--- config.mk ---
export PLATFORM = sky130hd
export DESIGN_NAME = delay_seq_matcher
export DESIGN_NICKNAME = d
export VERILOG_FILES = /design/src/rtl/delay_seq_pkg.sv /design/src/rtl/delay_seq_channel.sv /design/src/rtl/delay_seq_matcher.sv
export SDC_FILE = /design/constraint.sdc
export NUM_CORES = 1
export LEC_CHECK = 0
export CORE_MARGIN = 2
export CORE_UTILIZATION = 38
export DETAILED_ROUTE_END_ITERATION = 10
export GPL_ROUTABILITY_DRIVEN = 0
export HOLD_SLACK_MARGIN = 0.02
export PLACE_DENSITY = 0.6
export REMOVE_ABC_BUFFERS = 1
export SLEW_MARGIN = 10
export SYNTH_ARGS = -nofsm -noshare
export SYNTH_HDL_FRONTEND = slang
export SYNTH_HIERARCHICAL = 1
export SYNTH_SLANG_ARGS = --single-unit
export TNS_END_PERCENT = 30
--- constraint.sdc ---
create_clock -name clk -period 7.58 [get_ports clk]
set_input_delay 1.895 -clock clk [delete_from_list [all_inputs] [get_ports clk]]
set_output_delay 1.895 -clock clk [all_outputs]
set_load 0.01 [all_outputs]
--- src/rtl/delay_seq_pkg.sv ---
// Shared types, limits and helpers for the delay_seq_matcher "a ##[MIN:MAX] b" monitor.
package delay_seq_pkg;

    typedef enum logic {
        FIRST_MATCH,
        ALL_MATCH
    } match_mode_e;

    localparam int MAX_DELAY_LIMIT = 63;
    localparam int MAX_CH_LIMIT    = 16;

    // Widest possible window: ages 0..MAX_DELAY_LIMIT.
    localparam int WIN_W = MAX_DELAY_LIMIT + 1;
    localparam int POP_W = $clog2(WIN_W + 1);

    function automatic logic [POP_W-1:0] popcount(input logic [WIN_W-1:0] v);
        logic [POP_W-1:0] n;
        n = '0;
        for (int i = 0; i < WIN_W; i++) begin
            n = n + POP_W'(v[i]);
        end
        return n;
    endfunction

endpackage

--- src/rtl/delay_seq_channel.sv ---
// One channel of the matcher: age-indexed pending/hit vectors, match/expiry
// detection and two saturating event counters.
module delay_seq_channel
    import delay_seq_pkg::*;
#(
    parameter int          MIN_DELAY = 1,
    parameter int          MAX_DELAY = 3,
    parameter match_mode_e MODE      = FIRST_MATCH,
    parameter int          CNT_W     = 16
) (
    input  logic             clk,
    input  logic             rst,
    input  logic             clr,
    input  logic             a,
    input  logic             b,
    output logic             match,
    output logic             fail,
    output logic [CNT_W-1:0] match_cnt,
    output logic [CNT_W-1:0] fail_cnt
);

    localparam int SUM_W = CNT_W + POP_W;
    localparam logic [MAX_DELAY:0] WIN_MASK = {(MAX_DELAY + 1){1'b1}} << MIN_DELAY;

    logic [MAX_DELAY:1] pend, hit;
    logic [MAX_DELAY:1] pend_nxt, hit_nxt;
    logic [MAX_DELAY:0] live, hit_cur, mvec;
    logic [WIN_W-1:0]   mvec_ext;
    logic [POP_W-1:0]   n_match;
    logic [SUM_W-1:0]   match_sum;
    logic [CNT_W-1:0]   match_cnt_nxt;
    logic               expire;

    // NOTE: every variable is assigned before any branch, so no path can infer a latch.
    always_comb begin
        live     = {pend, a};
        hit_cur  = {hit, 1'b0};
        mvec     = live & WIN_MASK & {(MAX_DELAY + 1){b}};
        expire   = live[MAX_DELAY] & ~mvec[MAX_DELAY] & ~hit_cur[MAX_DELAY];
        pend_nxt = live[MAX_DELAY-1:0];
        hit_nxt  = '0;
        if (MODE == FIRST_MATCH) begin
            pend_nxt = live[MAX_DELAY-1:0] & ~mvec[MAX_DELAY-1:0];
        end else begin
            hit_nxt  = hit_cur[MAX_DELAY-1:0] | mvec[MAX_DELAY-1:0];
        end
        mvec_ext                = '0;
        mvec_ext[MAX_DELAY:0]   = mvec;
        n_match                 = popcount(mvec_ext);
        match_sum               = SUM_W'(match_cnt) + SUM_W'(n_match);
        match_cnt_nxt           = (match_sum > SUM_W'({CNT_W{1'b1}})) ? '1
                                                                      : match_sum[CNT_W-1:0];
    end

    // NOTE: state updates use non-blocking assignments so every register samples pre-edge values.
    always_ff @(posedge clk) begin
        if (rst || clr) begin
            // In-flight attempts are discarded silently: a clear is not an expiry.
            pend      <= '0;
            hit       <= '0;
            match     <= 1'b0;
            fail      <= 1'b0;
            match_cnt <= '0;
            fail_cnt  <= '0;
        end else begin
            pend      <= pend_nxt;
            hit       <= hit_nxt;
            match     <= |mvec;
            fail      <= expire;
            match_cnt <= match_cnt_nxt;
            if (expire && (fail_cnt != '1)) begin
                fail_cnt <= fail_cnt + CNT_W'(1);
            end
        end
    end

endmodule

--- src/rtl/delay_seq_matcher.sv ---
// Multi-channel "a ##[MIN_DELAY:MAX_DELAY] b" hardware monitor with
// registered match/fail pulses and saturating per-channel counters.
module delay_seq_matcher
    import delay_seq_pkg::*;
#(
    parameter int          NUM_CH    = 4,
    parameter int          MIN_DELAY = 1,
    parameter int          MAX_DELAY = 3,
    parameter match_mode_e MODE      = FIRST_MATCH,
    parameter int          CNT_W     = 16
) (
    input  logic                    clk,
    input  logic                    rst,
    input  logic                    en_i,
    input  logic [NUM_CH-1:0]       clr_i,
    input  logic [NUM_CH-1:0]       a_i,
    input  logic [NUM_CH-1:0]       b_i,
    output logic [NUM_CH-1:0]       match_o,
    output logic [NUM_CH-1:0]       fail_o,
    output logic [NUM_CH*CNT_W-1:0] match_cnt_o,
    output logic [NUM_CH*CNT_W-1:0] fail_cnt_o
);

    if (MAX_DELAY < 1 || MAX_DELAY > MAX_DELAY_LIMIT) begin : g_bad_max_delay
        $error("delay_seq_matcher: MAX_DELAY must be in 1..63");
    end
    if (MIN_DELAY < 0 || MIN_DELAY > MAX_DELAY) begin : g_bad_min_delay
        $error("delay_seq_matcher: MIN_DELAY must be in 0..MAX_DELAY");
    end
    if (NUM_CH < 1 || NUM_CH > MAX_CH_LIMIT) begin : g_bad_num_ch
        $error("delay_seq_matcher: NUM_CH must be in 1..16");
    end
    if (CNT_W < 2) begin : g_bad_cnt_w
        $error("delay_seq_matcher: CNT_W must be at least 2");
    end

    // en_i only gates attempt creation; pending attempts keep ageing regardless.
    logic [NUM_CH-1:0] a_gated;
    assign a_gated = a_i & {NUM_CH{en_i}};

    for (genvar c = 0; c < NUM_CH; c++) begin : g_ch
        delay_seq_channel #(
            .MIN_DELAY (MIN_DELAY),
            .MAX_DELAY (MAX_DELAY),
            .MODE      (MODE),
            .CNT_W     (CNT_W)
        ) u_channel (
            .clk       (clk),
            .rst       (rst),
            .clr       (clr_i[c]),
            .a         (a_gated[c]),
            .b         (b_i[c]),
            .match     (match_o[c]),
            .fail      (fail_o[c]),
            .match_cnt (match_cnt_o[c*CNT_W +: CNT_W]),
            .fail_cnt  (fail_cnt_o[c*CNT_W +: CNT_W])
        );
    end

endmodule

==> impl_metrics.csv <==
group,metric,value,unit
logic_synthesis,synth_ff_type,"dfxtp_1",
die,die_h,143,um
die,rows,50,
cts,postCtsResizedCells,0,
worst_setup_path,worstSetupStartpointType,"primary input",
logic_synthesis,synth_top_cell_area_share,0.405,
cts,post_cts_buffers,0,
worst_setup_path,required,7.92,ns
run,drv_cap,0,
timing,rsz0062_at_grt,"false",
timing,clock.fmax,201,MHz
detailed_routing,drt_wl_total,17900,um
die,initial_core_util,0.389,
global_routing,grt_pass1_vias,6124,
global_routing,grt.overflow.total,0,
placement,numPortBuffers,150,
cts,tritoncts,"built",
worst_setup_path,arrival,5.32,ns
timing,period_minus_slack,4.98,ns
cts,cts_hold_buf,0,
timing,slew_headroom,0.479,
run_status,status,"complete, no violations",
power_and_ir_drop,vdd_ir_drop_max,0.148,mV
timing,finalCritPeriodShare,0.657,
logic_synthesis,synth_area_leader_cell,"dfxtp_1",
cts,cts_max_path_buffers,2,
placement,hpwl,12400,um
detailed_routing,vias,6700,
detailed_routing,drt_pass1_iterations,5,
worst_setup_path,cp_max_fo,13,
worst_setup_path,cp-end-kind,"register",
logic_synthesis,yosysWarnings,6,
die,io-pin-count,151,
cts,numCtsBuffers,17,
final_layout,syn2layout_area_growth,30.9,%
global_routing,grt_max_degree,34,
timing,fin_setup_tns,0,ns
detailed_routing,drc,0,
logic_synthesis,synth_edf_count,0,
global_routing,grt_antenna_before_repair,0,
die,die_w,143,um
logic_synthesis,synth_cell_type_count,53,
logic_synthesis,synthesis.area,7320,um^2
global_routing,grt_usage,0.178,
cts,clock_latency,0.42,ns
timing,finalMaxSlewViolations,0,
worst_setup_path,setup.worst_path.class,"in -> reg",
power_and_ir_drop,total_power,1.69,mW
final_layout,nets,993,
logic_synthesis,synth.avg_cell_area,8.89,um^2
logic_synthesis,syn_inst,824,
detailed_routing,routed_via_density,5.45,
die,die_area,20400,um^2
die,core,18800,um^2
logic_synthesis,synthArstFlopShare,0,
power_and_ir_drop,leakage,2.88,nW
timing,tightest_slew,0.775,ns
final_layout,antennaDiodeCount,0,
detailed_routing,first_iter_violations,305,
final_layout,layout-drive-gt1-share,0.0639,
detailed_routing,wl_per_cell,14.5,um
timing,fin_skew,0.0102,ns
logic_synthesis,synth-seq-area-share,0.405,
timing,setup_violations,0,
global_routing,grt_pass1_wl,30200,um
timing,hold_violations,0,
logic_synthesis,ys_ff_latch,148,
cts,cts.sink_count,148,
cts,clockRootBuffer,"clkbuf_16",
cts,htreeDepth,4,
detailed_routing,postRouteAntennaNets,0,
min_path,hold_class,"reg -> reg",
cts,clkSlewWorstSetupHoldPaths,0.06,ns
power_and_ir_drop,powerDensity,176,nW/um^2
logic_synthesis,yosys-top-cells-area,"dfxtp_1 (40%), a21oi_1 (6.8%), xnor2_1 (3.8%)",
-- registers in the layout, summed over array words and instances, names as in the netlist --
signal                    count
g_ch.u_channel/match_cnt     64
g_ch.u_channel/pend          12
g_ch.u_channel/match          4
g_ch.u_channel/fail           4
g_ch.u_channel/fail_cnt      64
-- final timing paths --
kind | from | to | slack (ns) | depth (start not counted)
max | b_i[2] | g_ch[2].u_channel/match_cnt[13] | 2.60 | 11
min | g_ch[3].u_channel/pend[2] | g_ch[3].u_channel/pend[3] | 0.49 | 1
max reg2reg | g_ch[2].u_channel/pend[3] | g_ch[2].u_channel/match_cnt[13] | 4.32 | 10
min reg2reg | g_ch[3].u_channel/pend[2] | g_ch[3].u_channel/pend[3] | 0.49 | 1
-- power by group --
part | total [mW] | internal, mW | switching, mW
Sequential | 0.780 | 0.779 | 0.000667
Combinational | 0.0334 | 0.0122 | 0.0212
Clock | 0.878 | 0.551 | 0.327
Total | 1.69 | 1.34 | 0.349
-- through the flow --
step	cells	util	cell area (um^2)	setup WS (ns)	hold WS (ns)
2_1_floorplan	786	-	7110	3.28	0.455
3_5_place_dp	1199	0.477	8970	2.19	0.471
6_report	1230	0.509	9590	2.60	0.486
3_3_place_gp	1199	0.477	8970	2.27	0.477
5_1_grt	1230	0.509	9590	2.25	0.500
4_1_cts	1230	0.509	9590	2.63	0.488
-- Yosys cell counts (10+ instances only) --
cell and count:
a21oi_1 100, a31oi_1 10, and2_1 12, and3_1 16, buf_2 12, clkbuf_1 18
dfxtp_1 148, ha_1 12, inv_1 30, nand2_1 54, nand3_1 40, nand4_1 32
nor2_1 26, nor3_1 26, nor3b_1 14, nor4_1 16, o21ai_0 16, o31ai_1 32
or3_1 18, or4_1 36, xnor2_1 32
-- cell usage in the layout, fill, tap and decap left out, types with 6 or more instances in the layout --
cell and instances:
nor2_1 26, dfxtp_1 148, nor3_1 26, o41ai_1 6, o31ai_1 32, a21oi_1 100, and2_1 12, nor4_2 8
xor2_1 8, nand3_2 6, xnor2_1 32, nor2b_1 6, clkbuf_16 17, a31oi_1 10, or3_1 18, o311ai_0 6
clkdlybuf4s50_1 150, ha_1 12, o21ai_0 16, or4_1 36, inv_1 30, nand4_1 32, and3_1 16, o21a_1 6
nand3b_1 6, fa_1 8, nor4_1 14, or2_2 6, nand3_1 40, nand2_1 54, and4_1 8, nor3b_1 14
-- critical path: stages --
cell and delay [ns]:
clkdlybuf4s50_1 0.65, nand2_1 0.14, fa_1 0.44, inv_1 0.07
ha_1 0.17, inv_1 0.05, fa_1 0.38, nand3b_1 0.28
nor4_2 0.43, nand3_1 0.50, a31oi_1 0.30
-- cells by family (layout without fill, tap and decap cells) --
logic type      Yosys count  count (layout)  synth area share
simple gates            352             352             0.296
compound gates          194             194             0.162
flops                   148             148             0.405
buf+inv                  68             214            0.0441
xor+xnor                 40              40            0.0478
fa+ha+maj                20              20            0.0424
mux                       2               2           0.00273
-- area by class of cell --
type                    count  area, um^2
flip-flops and latches    148        2960
well taps                 260         325
multi-input cells         608        4050
clock inverters            12         180
fillers                  1807        9240
inverters                  30         113
clock buffers              19         433
repair buffers            153        1520
-- layer usage --
layer	wire length [um]	part of all wire	GRT usage	vias to the layer above
li1	-	-	-	3388
met1	8650	0.48	0.244	3147
met2	8140	0.46	0.278	147
met3	805	0.045	0.0379	18
met4	288	0.016	0.0651	0
met5	0	0	0	-
(Power assumes the default switching activity.)
